`src/rtl/alu_arbiter.sv`:
```
// Round-robin arbiter sharing one combinational ALU between two requesters,
// with one registered response slot per requester and a saturating conflict counter.
module alu_arbiter #(
    parameter int unsigned DATA_WIDTH = 32,
    parameter int unsigned OP_WIDTH   = 4,
    parameter int unsigned CNT_WIDTH  = 16
) (
    input  logic                  clk,
    input  logic                  rst,

    input  logic                  req0_valid,
    output logic                  req0_ready,
    input  logic [DATA_WIDTH-1:0] req0_a,
    input  logic [DATA_WIDTH-1:0] req0_b,
    input  logic [OP_WIDTH-1:0]   req0_op,
    output logic                  rsp0_valid,
    input  logic                  rsp0_ready,
    output logic [DATA_WIDTH-1:0] rsp0_result,

    input  logic                  req1_valid,
    output logic                  req1_ready,
    input  logic [DATA_WIDTH-1:0] req1_a,
    input  logic [DATA_WIDTH-1:0] req1_b,
    input  logic [OP_WIDTH-1:0]   req1_op,
    output logic                  rsp1_valid,
    input  logic                  rsp1_ready,
    output logic [DATA_WIDTH-1:0] rsp1_result,

    output logic [DATA_WIDTH-1:0] alu_a,
    output logic [DATA_WIDTH-1:0] alu_b,
    output logic [OP_WIDTH-1:0]   alu_op,
    input  logic [DATA_WIDTH-1:0] alu_result,

    output logic [CNT_WIDTH-1:0]  conflict_cnt
);

    logic                  elig0, elig1;
    logic                  grant0, grant1;
    logic                  last_grant_q, last_grant_d;
    logic                  rsp0_valid_q, rsp0_valid_d;
    logic                  rsp1_valid_q, rsp1_valid_d;
    logic [DATA_WIDTH-1:0] rsp0_result_q, rsp0_result_d;
    logic [DATA_WIDTH-1:0] rsp1_result_q, rsp1_result_d;
    logic [CNT_WIDTH-1:0]  cnt_q, cnt_d;

    // A slot being drained this cycle counts as free.
    always_comb begin
        elig0  = req0_valid & (~rsp0_valid_q | rsp0_ready);
        elig1  = req1_valid & (~rsp1_valid_q | rsp1_ready);
        // last_grant_q == 1 means port 1 won most recently, so port 0 wins a tie.
        grant0 = elig0 & (~elig1 | last_grant_q);
        grant1 = elig1 & (~elig0 | ~last_grant_q);
    end

    assign req0_ready = grant0;
    assign req1_ready = grant1;

    always_comb begin
        alu_a  = '0;
        alu_b  = '0;
        alu_op = '0;
        if (grant0) begin
            alu_a  = req0_a;
            alu_b  = req0_b;
            alu_op = req0_op;
        end else if (grant1) begin
            alu_a  = req1_a;
            alu_b  = req1_b;
            alu_op = req1_op;
        end
    end

    always_comb begin
        last_grant_d  = last_grant_q;
        if (grant0) begin
            last_grant_d = 1'b0;
        end else if (grant1) begin
            last_grant_d = 1'b1;
        end

        rsp0_valid_d  = grant0 | (rsp0_valid_q & ~rsp0_ready);
        rsp1_valid_d  = grant1 | (rsp1_valid_q & ~rsp1_ready);
        rsp0_result_d = grant0 ? alu_result : rsp0_result_q;
        rsp1_result_d = grant1 ? alu_result : rsp1_result_q;

        cnt_d = cnt_q;
        if (elig0 && elig1 && (cnt_q != {CNT_WIDTH{1'b1}})) begin
            cnt_d = cnt_q + CNT_WIDTH'(1);
        end
    end

    always_ff @(posedge clk) begin
        if (rst) begin
            last_grant_q  <= 1'b1;
            rsp0_valid_q  <= 1'b0;
            rsp1_valid_q  <= 1'b0;
            rsp0_result_q <= '0;
            rsp1_result_q <= '0;
            cnt_q         <= '0;
        end else begin
            last_grant_q  <= last_grant_d;
            rsp0_valid_q  <= rsp0_valid_d;
            rsp1_valid_q  <= rsp1_valid_d;
            rsp0_result_q <= rsp0_result_d;
            rsp1_result_q <= rsp1_result_d;
            cnt_q         <= cnt_d;
        end
    end

    assign rsp0_valid   = rsp0_valid_q;
    assign rsp1_valid   = rsp1_valid_q;
    assign rsp0_result  = rsp0_result_q;
    assign rsp1_result  = rsp1_result_q;
    assign conflict_cnt = cnt_q;

endmodule

```
`config.mk`:
```
export PLATFORM = sky130hd
export DESIGN_NAME = alu_arbiter
export DESIGN_NICKNAME = d
export VERILOG_FILES = /design/src/rtl/alu_arbiter.sv
export SDC_FILE = /design/constraint.sdc
export NUM_CORES = 1
export LEC_CHECK = 0
export CAP_MARGIN = 20
export CORE_AREA = 3 3 124 126
export CTS_CLUSTER_SIZE = 20
export DETAILED_ROUTE_END_ITERATION = 8
export DIE_AREA = 0 0 127 129
export GPL_TIMING_DRIVEN = 0
export PLACE_DENSITY = 0.69
export SETUP_SLACK_MARGIN = 0.15
export SLEW_MARGIN = 20
export SYNTH_ARGS = -nofsm -noshare
export SYNTH_HDL_FRONTEND = slang
export SYNTH_SLANG_ARGS = --single-unit
```
`constraint.sdc`:
```
create_clock -name clk -period 4.8 [get_ports clk]
set_input_delay 0.72 -clock clk [delete_from_list [all_inputs] [get_ports clk]]
set_output_delay 0.72 -clock clk [all_outputs]
set_load 0.1 [all_outputs]
```
* Yosys cells after proc, flatten, opt, wreduce, memory -nomap -nowiden
Cells that the tools add are included.
** Operators by class
- $add $sub $neg :: 1
- $mul :: 0
- Div/mod/pow operators :: 0
- Magnitude comparators :: 0
- Equality and inequality tests :: 1
- Shift operators :: 0
- Muxes and demuxes :: 8
- Bitwise gates (word level) :: 19
- Reduce and logical (&&, ||, !) cells :: 3
** Operators by type and width (count)
- $mux W32 :: 4
- $add A16 B1 Y16 const B :: 1
- $ne A16 B16 Y1 const B :: 1
- $mux W4 :: 2
- $not A1 Y1 :: 7
- $and A1 B1 Y1 :: 6
- $or A1 B1 Y1 :: 6
- $logic_and A1 B1 Y1 :: 2
- $mux W1 :: 2
- $reduce_bool A2 Y1 :: 1
** Word-level totals
- Register bits :: 83
- Bits in latches :: 0
- Bits in writable memories :: 0
- Bits in read-only memories :: 0
- Input bits :: 174
- Output and inout port bits :: 152
- Logic and storage cells :: 38
- Memories :: 0

* Longest topological paths before layout
- Depth in word-level cells :: 8
- Gate-level depth with buffers :: 8
- Gate-level depth less buffers :: 5

* Worst setup path after synthesis
No wires, ideal clock.
- Kind :: flip-flop to output port
- From :: register rsp0_valid_q, in the netlist rsp0_valid
- To :: output port alu_a[0]
- Arrival time :: 2.781 ns
- Required time :: 4.080 ns
- Path slack :: 1.299 ns
- Stages on the path, launching flop included :: 8
- Buffers on the path :: 3
- Cells stage by stage :: dfxtp_1 nand2b_4 a311o_1 buf_2 inv_2 buf_4 buf_2 a22o_1
** On the way
- Longest elaborated chain between the ends :: 8
- Elaborated cells on any way between the ends :: 9
- Those cells by class :: mux: 2; bitwise: 7
** Ends and longest elaborated chain
- from (decl) :: RTL line 40 : logic rsp0_valid_q, rsp0_valid_d;
- from (signal assigned) :: RTL line 102 : rsp0_valid_q <= rsp0_valid_d;
- $not A1 Y1 (*) :: RTL line 48 : elig0 = req0_valid & (~rsp0_valid_q | rsp0_ready);
- $or A1 B1 Y1 (*) :: RTL line 48
- $and A1 B1 Y1 (*) :: RTL line 48
- $not A1 Y1 :: RTL line 52 : grant1 = elig1 & (~elig0 | ~last_grant_q);
- $or A1 B1 Y1 :: RTL line 52
- $and A1 B1 Y1 :: RTL line 52
- $mux W32 :: RTL line 66 : end else if (grant1) begin
- $mux W32 (*) :: RTL line 62 : if (grant0) begin
- to (decl) :: RTL line 29 : output logic [DATA_WIDTH-1:0] alu_a,
Mark *: on every way between the ends. The rest lies on a longest branch, timed or not.

* Final worst setup path
- From :: input port rsp0_ready
- To :: output port alu_b[16]
** On the way
- Longest elaborated chain between the ends :: 7
- Elaborated cells on any way between the ends :: 8
- Those cells by class :: mux: 2; bitwise: 6
** Ends and longest elaborated chain
- from (decl) :: RTL line 17 : input logic rsp0_ready,
- $or A1 B1 Y1 (*) :: RTL line 48
- $and A1 B1 Y1 (*) :: RTL line 48
- $not A1 Y1 :: RTL line 52
- $or A1 B1 Y1 :: RTL line 52
- $and A1 B1 Y1 :: RTL line 52
- $mux W32 :: RTL line 66
- $mux W32 (*) :: RTL line 62
- to (decl) :: RTL line 30 : output logic [DATA_WIDTH-1:0] alu_b,
Marked as above.

==> flow_summary.yaml <==
place:
  io_buffers: 325
  dp_cells: 989
  gp_congestion: 0.865
  dp_hpwl_um: 15800
pwr:
  p_per_area_nw_per_um2: 351
  seq_power_share: 0.276
  clkPwrFrac: 0.244
  switchingPower_w: 0.00126
  power.total_w: 0.00271
  ir_drop_v: 0.000170
  p_int_w: 0.00145
  leakagePower_nw: 2.91
  switching_share: 0.465
  p_comb_frac: 0.480
cts:
  cts.path.max_buffers: 2
  clk_latency_ps: 340
  htree_levels: 3
  cts.sink_count: 83
  cts_tree: "yes"
  postCtsSetupBuffers: 0
  cts-buffers-inserted: 9
  cts.clk_slew.worst_paths_ps: 60
  clk_root_buffer_cell: "clkbuf_16"
  holdBufCountCts: 0
  cts-resized-gates: 1
floorplanning:
  ios: 326
  die_x_um: 127
  dieArea_um2: 16400
  coreArea_um2: 14400
  num_rows: 44
  die_y_um: 129
  start_util: 0.273
layout:
  diodes: 0
  layout.nets: 991
  post-route-util: 0.535
  fillers: 1350
  syn_to_final_growth_pct: 95.6
  instances_no_fill: 1005
  drive_gt1_frac: 0.0719
yosys:
  syn_area_per_cell_um2: 8.21
  yosys.area.top_type: "dfxtp_1"
  async_reset_ff_frac: 0
  syn_inst: 480
  synth_nets: 655
  synth_top_area_share: 0.421
  ys_types: 40
  yosys_register_bits: 83
  yosysWarnings: 0
  synth_common_cells: "nand2_1 (135), dfxtp_1 (83), a21oi_1 (75), a22o_1 (68), buf_2 (20)"
  syn_area_um2: 3940
  synth_most_common_cell: "nand2_1"
  synth_enable_flop_cells: 0
  synthFlopType: "dfxtp_1"
  synthTopCellsByArea: "dfxtp_1 (42%), a22o_1 (15%), nand2_1 (13%)"
  seq_area_frac_synth: 0.421
critical_path:
  cp_max_fo: 10
  criticalPathCategory: "in -> out"
  cp_slowest_cell: "clkdlybuf4s50_1"
  end_kind: "primary output"
  path_cells: "clkdlybuf4s50_1, nand2b_4, a311o_1, buf_2, inv_2, buf_4, buf_2, a22o_1, clkdlybuf4s50_1"
  cp.arrival_ps: 3770
  worstSetupStartpointType: "input pin"
  cpPeakStageDelay_ps: 1160
  critPathRequiredTime_ps: 4080
detailed_routing:
  ant_nets: 0
  routed_via_density: 4.94
  drt-total-wl_um: 19500
  drc: 0
  first_pass_iters: 6
  routedWlPerCell_um: 19.4
  dr_total_vias: 4969
  drt_iter0_drc: 288
sta:
  skew_ps: 9.20
  setup_viol: 0
  period_minus_slack_ps: 4490
  slew_headroom: 0.264
  finalHoldViolCount: 0
  finalCritPeriodShare: 0.936
  tns_ps: 0
  drv_slew: 0
  worstMarginPinSlew_ps: 1110
  fmax_mhz: 222
  rsz0062_at_grt: "no"
status:
  status: "completed"
global_routing:
  antenna_found_initial: 1
  overflow: 0
  grt_pass1_wl_um: 28800
  grt_pass1_vias: 5042
  grt_max_degree: 16
  grt_use_total: 0.229
min_path:
  hp-class: "reg -> reg"
run:
  cap_violations: 0
metal layers:
metal / GRT usage / vias up / wire (um) / part of all wire
li1: - / 2388 / - / -
met1: 0.263 / 2292 / 7580 / 0.39
met4: 0.101 / 2 / 620 / 0.032
met5: 0 / - / 13 / 0.00067
met2: 0.383 / 249 / 9630 / 0.49
met3: 0.0830 / 38 / 1700 / 0.087
cell usage in the layout, fill, tap and decap left out, types with 2 or more instances in the layout:
master | Yosys | layout
buf_2 | 20 | 20
a21oi_1 | 75 | 75
clkdlybuf4s50_1 | 0 | 321
nor4_1 | 5 | 5
clkinvlp_4 | 0 | 4
and2_1 | 2 | 2
nand3_1 | 6 | 6
a22o_1 | 68 | 68
nor3_1 | 2 | 2
inv_1 | 3 | 3
inv_2 | 2 | 2
nand4_1 | 5 | 5
nand2_1 | 135 | 135
o31ai_1 | 8 | 8
nor2b_1 | 6 | 6
or4_1 | 6 | 6
clkbuf_8 | 3 | 3
clkbuf_1 | 14 | 15
dfxtp_1 | 83 | 83
mux2_2 | 5 | 5
nor2_1 | 7 | 7
dlymetal6s2s_1 | 0 | 3
clkbuf_16 | 0 | 9
buf_4 | 5 | 5
area by class of cell:
cell class	instances	area (um^2)	share of cell area
Inverter	5	18.8	0.00243
Clock inverter	6	50.0	0.00649
Timing Repair Buffer	325	3260	0.423
Multi-Input combinational cell	350	2030	0.263
Buffer	42	231	0.0300
Sequential cell	83	1660	0.215
Clock buffer	10	229	0.0297
Tap cell	184	230	0.0299
metrics by stage:
stage,hold slack [ps],cell area (um^2),worst slack (ps)
floorplan,525,3940,1300
global placement,442,7430,165
detailed placement,446,7430,157
CTS,455,7700,172
global route,469,7710,160
finish,454,7710,305
worst paths after layout:
kind                                      from                             to  slack (ps)  depth (start not counted)
setup / recovery                    rsp0_ready                      alu_b[16]         310                          9
hold / removal    rsp0_result[23]$_SDFFE_PP0P_   rsp0_result[23]$_SDFFE_PP0P_         450                          2
setup reg to reg  conflict_cnt[1]$_SDFFE_PP0P_  conflict_cnt[10]$_SDFFE_PP0P_        2850                          6
hold reg to reg   rsp0_result[23]$_SDFFE_PP0P_   rsp0_result[23]$_SDFFE_PP0P_         450                          2
power groups by stage:
stage | Sequential (W) | Combinational (W) | Clock, W
2_1_floorplan | 0.00102 | 0.000632 | 0
3_3_place_gp | 0.000761 | 0.00130 | 0
3_5_place_dp | 0.000763 | 0.00130 | 0
4_1_cts | 0.000748 | 0.00131 | 0.000674
5_1_grt | 0.000751 | 0.00135 | 0.000700
6_report | 0.000748 | 0.00130 | 0.000660
registers in the layout, indices dropped and copies added, names as in the netlist:
register      flops
rsp0_result      32
last_grant_q      1
rsp1_valid        1
rsp1_result      32
conflict_cnt     16
rsp0_valid        1
logic make-up after synthesis:
| logic type | count (synthesis) | share of synthesized area |
|---|---|---|
| AND/OR/NAND/NOR | 186 | 0.216 |
| flip-flops | 83 | 0.421 |
| multiplexers | 6 | 0.0168 |
| adder cells (fa/ha/maj) | 1 | 0.00317 |
| buffers and inverters | 47 | 0.0635 |
| AO/OA/AOI/OAI | 157 | 0.279 |
worst max-delay path, delay by kind of cell:
family / cells / cell delay [ps]
AOI/OAI and AO/OA: 2 / 570
buffers and inverters: 6 / 2290
and+or+nand+nor: 1 / 180
Power figures use the tool's default switching activity.
